File: src/rtl/tcs_colour_emulator.sv
// Colour-sensor emulator: produces a 50% duty square wave whose half-period
// depends on the synchronised filter select {s2,s3} and the emulated object colour.
module tcs_colour_emulator #(
  parameter int MATCH_HALF    = 200,
  parameter int MISS_HALF     = 40,
  parameter int CLEAR_HALF    = 250,
  parameter int SETTLE_CYCLES = 16
) (
  input  logic       clk,
  input  logic       rst_n,
  input  logic       enable,
  input  logic       s2,
  input  logic       s3,
  input  logic [1:0] colour_sel,
  output logic       colour_freq,
  output logic [1:0] filter_id,
  output logic       period_done,
  output logic       busy
);

  // Values below 2 would make the terminal-count compare degenerate.
  localparam logic [15:0] MATCH_H  = (MATCH_HALF    < 2) ? 16'd2 : 16'(MATCH_HALF);
  localparam logic [15:0] MISS_H   = (MISS_HALF     < 2) ? 16'd2 : 16'(MISS_HALF);
  localparam logic [15:0] CLEAR_H  = (CLEAR_HALF    < 2) ? 16'd2 : 16'(CLEAR_HALF);
  localparam logic [15:0] SETTLE_C = (SETTLE_CYCLES < 2) ? 16'd2 : 16'(SETTLE_CYCLES);

  typedef enum logic [1:0] {IDLE, SETTLE, RUN} state_t;

  state_t      state;
  logic [1:0]  s_meta;
  logic [3:0]  cfg_q;
  logic [15:0] count;
  logic [15:0] half;
  logic [15:0] half_sel;
  logic [1:0]  filt_colour;
  logic        cfg_change;

  // Filter decode: 00 red, 01 blue, 10 clear, 11 green (colour codes 1 red, 2 green, 3 blue).
  always_comb begin
    filt_colour = 2'd0;
    case (filter_id)
      2'b00:   filt_colour = 2'd1;
      2'b01:   filt_colour = 2'd3;
      2'b11:   filt_colour = 2'd2;
      default: filt_colour = 2'd0;
    endcase
    if (filter_id == 2'b10)
      half_sel = CLEAR_H;
    else if (filt_colour == colour_sel)
      half_sel = MATCH_H;
    else
      half_sel = MISS_H;
  end

  // cfg_q holds last cycle's configuration so any change is seen for one cycle.
  assign cfg_change = (cfg_q != {filter_id, colour_sel});

  always_ff @(posedge clk or negedge rst_n) begin
    if (!rst_n) begin
      s_meta      <= 2'b00;
      filter_id   <= 2'b00;
      cfg_q       <= 4'd0;
      state       <= IDLE;
      count       <= 16'd0;
      half        <= 16'd2;
      colour_freq <= 1'b0;
      period_done <= 1'b0;
      busy        <= 1'b0;
    end else begin
      s_meta      <= {s2, s3};
      filter_id   <= s_meta;
      cfg_q       <= {filter_id, colour_sel};
      period_done <= 1'b0;
      if (!enable) begin
        state       <= IDLE;
        count       <= 16'd0;
        colour_freq <= 1'b0;
        busy        <= 1'b0;
      end else begin
        case (state)
          IDLE: begin
            state       <= SETTLE;
            count       <= 16'd0;
            colour_freq <= 1'b0;
            busy        <= 1'b1;
          end
          SETTLE: begin
            if (cfg_change) begin
              count <= 16'd0;
            end else if (count == SETTLE_C - 16'd1) begin
              state <= RUN;
              half  <= half_sel;
              count <= 16'd0;
              busy  <= 1'b0;
            end else begin
              count <= count + 16'd1;
            end
          end
          RUN: begin
            if (cfg_change) begin
              state       <= SETTLE;
              count       <= 16'd0;
              colour_freq <= 1'b0;
              busy        <= 1'b1;
            end else if (count == half - 16'd1) begin
              count       <= 16'd0;
              colour_freq <= ~colour_freq;
              period_done <= colour_freq;
            end else begin
              count <= count + 16'd1;
            end
          end
          default: begin
            state       <= IDLE;
            count       <= 16'd0;
            colour_freq <= 1'b0;
            busy        <= 1'b0;
          end
        endcase
      end
    end
  end

endmodule
File: config.mk
export PLATFORM = sky130hd
export DESIGN_NAME = tcs_colour_emulator
export DESIGN_NICKNAME = d
export VERILOG_FILES = /design/src/rtl/tcs_colour_emulator.sv
export SDC_FILE = /design/constraint.sdc
export NUM_CORES = 1
export LEC_CHECK = 0
export CAP_MARGIN = 20
export CORE_MARGIN = 3
export CORE_UTILIZATION = 45
export CTS_BUF_LIST = sky130_fd_sc_hd__clkbuf_8
export CTS_CLUSTER_SIZE = 20
export DETAILED_ROUTE_END_ITERATION = 16
export GPL_TIMING_DRIVEN = 0
export RECOVER_POWER = 25
export SKIP_CTS_REPAIR_TIMING = 1
export SYNTH_ARGS = -nofsm -noshare
export SYNTH_HDL_FRONTEND = slang
export SYNTH_SLANG_ARGS = --single-unit
File: constraint.sdc
create_clock -name clk -period 6.6 [get_ports clk]
set_clock_uncertainty 0.2 [all_clocks]
set_input_delay 1.98 -clock clk [delete_from_list [all_inputs] [get_ports clk]]
set_output_delay 1.98 -clock clk [all_outputs]
set_load 0.03 [all_outputs]
==> results.py <==
metrics = {
    "outcome": {
        "status": "finished with violations",
        "violations": "max-capacitance violations, max-slew violations",
    },
    "logic_synthesis": {
        "yosysSeqAreaShare_pct": 43.8,
        "ys_warn_count": 0,
        "syn_avg_cell_area_um2": 10.4,
        "async_reset_ff_share_pct": 100,
        "ys_top_cells_by_count": "dfrtp_1 (32), nand2_1 (17), xor2_1 (16)",
        "syn_nets": 197,
        "ys_types": 45,
        "synth_top_area_share_pct": 42.4,
        "netlist_instances": 182,
        "syn_area_um2": 1890,
        "synth.most_common_cell": "dfrtp_1",
        "synth_area_leaders": "dfrtp_1 (42%), xor2_1 (7.4%), ha_1 (5.3%), xnor2_1 (5.1%), nor4_1 (4.6%)",
        "synth-seq-cells": 33,
        "synth_ff_type": "dfrtp_1",
        "synth_area_leader_cell": "dfrtp_1",
        "synth_edf_count": 0,
    },
    "grt": {
        "grt_pass1_wl_um": 6810,
        "track_usage_pct": 17.3,
        "grt_max_degree": 34,
        "use_met3_pct": 5.11,
        "grt-busiest-layer": "met2",
        "grt_antenna_before_repair": 0,
        "met1_usage_pct": 23.1,
        "met2_usage_pct": 26.8,
        "overflow": 0,
        "grt_pass1_vias": 1415,
    },
    "critical_path": {
        "reg2reg_slack_ns": 3.46,
        "cp.required_ns": 6.57,
        "cp-end-kind": "flop",
        "crit_fanout": 10,
        "critical-path-top-delay-family": "buffers and inverters",
        "critPathLaunchType": "input pin",
        "cp.buffers_inverters": 2,
        "slowest_delay_ns": 0.62,
        "cpMaxStageDelayCell": "dlygate4sd3_1",
        "critPathKind": "input pin to flop",
        "cp_data_arrival_time_ns": 4.26,
        "crit_chain": "dlygate4sd3_1 > xor2_1 > nor4_4 > nand3_1 > clkbuf_1 > a211oi_1",
    },
    "placed_design": {
        "place_hpwl_um": 2910,
        "place_ws_ns": 2.12,
        "gp_congestion": 0.846,
        "postPlaceCellArea_um2": 2050,
        "portBuffers": 11,
    },
    "floorplanning": {
        "die-area_um2": 5010,
        "start_util_pct": 49.0,
        "boundaryPins": 12,
        "die_height_um": 70.8,
        "coreArea_um2": 3850,
        "die_w_um": 70.8,
        "rows": 22,
    },
    "timing": {
        "setup-tns-final_ns": 0,
        "drv_slew": 34,
        "hold_viol_final": 0,
        "fmax_ghz": 0.233,
        "worst_hold_slack_ns": 0.162,
        "finalCritPeriodShare_pct": 65.0,
        "worst_pin_slew_ns": 1.77,
        "setup_ws_ns": 2.31,
        "rsz0062_at_grt": "no",
        "post-route-min-period_ns": 4.29,
        "relSlewSlack_pct": -18.1,
        "finalSetupViolCount": 0,
    },
    "route": {
        "via_per_inst": 5.80,
        "dr.pass1.iters": 4,
        "drtIter0Drc": 110,
        "wire_per_inst_um": 15.9,
        "totalWireLength_um": 3960,
        "drc": 0,
        "ant_nets": 0,
        "via_count": 1445,
    },
    "power_and_ir_drop": {
        "power.density_nw_per_um2": 236,
        "power_w": 0.000511,
        "peakVddDrop_v": 0.000148,
        "cellLeakagePower_nw": 0.921,
    },
    "clocking": {
        "cts_buffer_depth": 2,
        "cts_max_level": 2,
        "path_clk_slew_ns": 0.07,
        "cts_root_buffer": "clkbuf_8",
        "cts.sinks": 33,
        "clkLatencyLatePin_ns": 0.29,
        "cts-buffers-inserted": 5,
        "cts_tree": "yes",
    },
    "cells_and_area": {
        "layout.nets": 215,
        "n_antenna_cell": 0,
        "design_area_um2": 2170,
        "syn2layout_area_growth_pct": 14.8,
        "drive_gt1_share_pct": 11.9,
    },
    "min_path": {
        "hp-class": "flop to flop",
    },
    "job": {
        "drv_cap": 1,
    },
}
[sequential cells by signal (all words and copies together) (netlist names)]
| register | flops |
|---|---|
| state | 2 |
| colour_freq | 1 |
| filter_id | 2 |
| s_meta | 2 |
| count | 16 |
| cfg_q | 4 |
| half | 5 |
| period_done | 1 |
[stage by stage]
stage / utilization, % / instances
finish: 56.2 / 249
global route: 56.2 / 249
CTS: 56.3 / 249
detailed placement: 53.3 / 241
global placement: 53.4 / 241
floorplan: - / 182
[routing by layer]
metal  part of all wire, %  wire length [um]  up-vias
li1                      -                 -      691
met1                    47              1870      718
met2                    47              1870       31
met3                   4.0               160        5
met4                   1.4                57        0
met5                     0                 0        -
[final timing paths]
path	startpoint	endpoint	depth (start not counted)
max	colour_sel[1]	count[1]	6
min reg2reg	s_meta[0]	filter_id[0]	0
max reg2reg	half[3]	count[1]	8
min in group asynchronous	rst_n	state[0]	1
min	s_meta[0]	filter_id[0]	0
max in group asynchronous	rst_n	count[3]	1
[logic make-up after synthesis]
group,count (synthesis),synth area share [%]
muxes,3,1.66
DFF,33,43.8
and+or+nand+nor,76,25.8
buffers and inverters,15,3.51
AOI/OAI and AO/OA,20,7.36
adders and majority gates,8,5.30
xor gates and xnor gates,27,12.5
[cell usage in the layout (no fill, tap or decap), types with 2 or more instances in the layout]
cell and count:
dfrtp_1 32, and3_1 2, mux2i_1 2, nor4b_1 2, nand2b_1 3, nand3_1 9
dlygate4sd3_1 4, xnor2_1 11, nor3_1 2, ha_1 8, inv_1 8, a21oi_1 2
nor4_1 14, clkdlybuf4s50_1 6, a21o_1 3, clkbuf_1 5, nand4_1 5, nor2_1 6
xor2_1 16, a211oi_1 6, nand2_1 17, o21ai_0 3, and4_1 3, clkbuf_8 5
[final cells by class]
| type | instances | area, um^2 |
|---|---|---|
| fillers | 346 | 1690 |
| multi-input cells | 134 | 995 |
| flip-flops and latches | 33 | 827 |
| repair buffers | 11 | 104 |
| clock buffers | 5 | 68.8 |
| well taps | 48 | 60.1 |
| clock inverters | 3 | 46.3 |
| plain buffers | 7 | 36.3 |
| inverters | 8 | 30.0 |
[power breakdown]
group	leakage (nW)	internal, W	switching, W	total [W]
Clock	0.0543	0.000113	0.0000779	0.000191
Combinational	0.435	0.0000380	0.0000655	0.000103
Sequential	0.432	0.000210	0.00000731	0.000217
Total	0.921	0.000361	0.000151	0.000511
No activity file was read; power rests on OpenSTA's default activity.
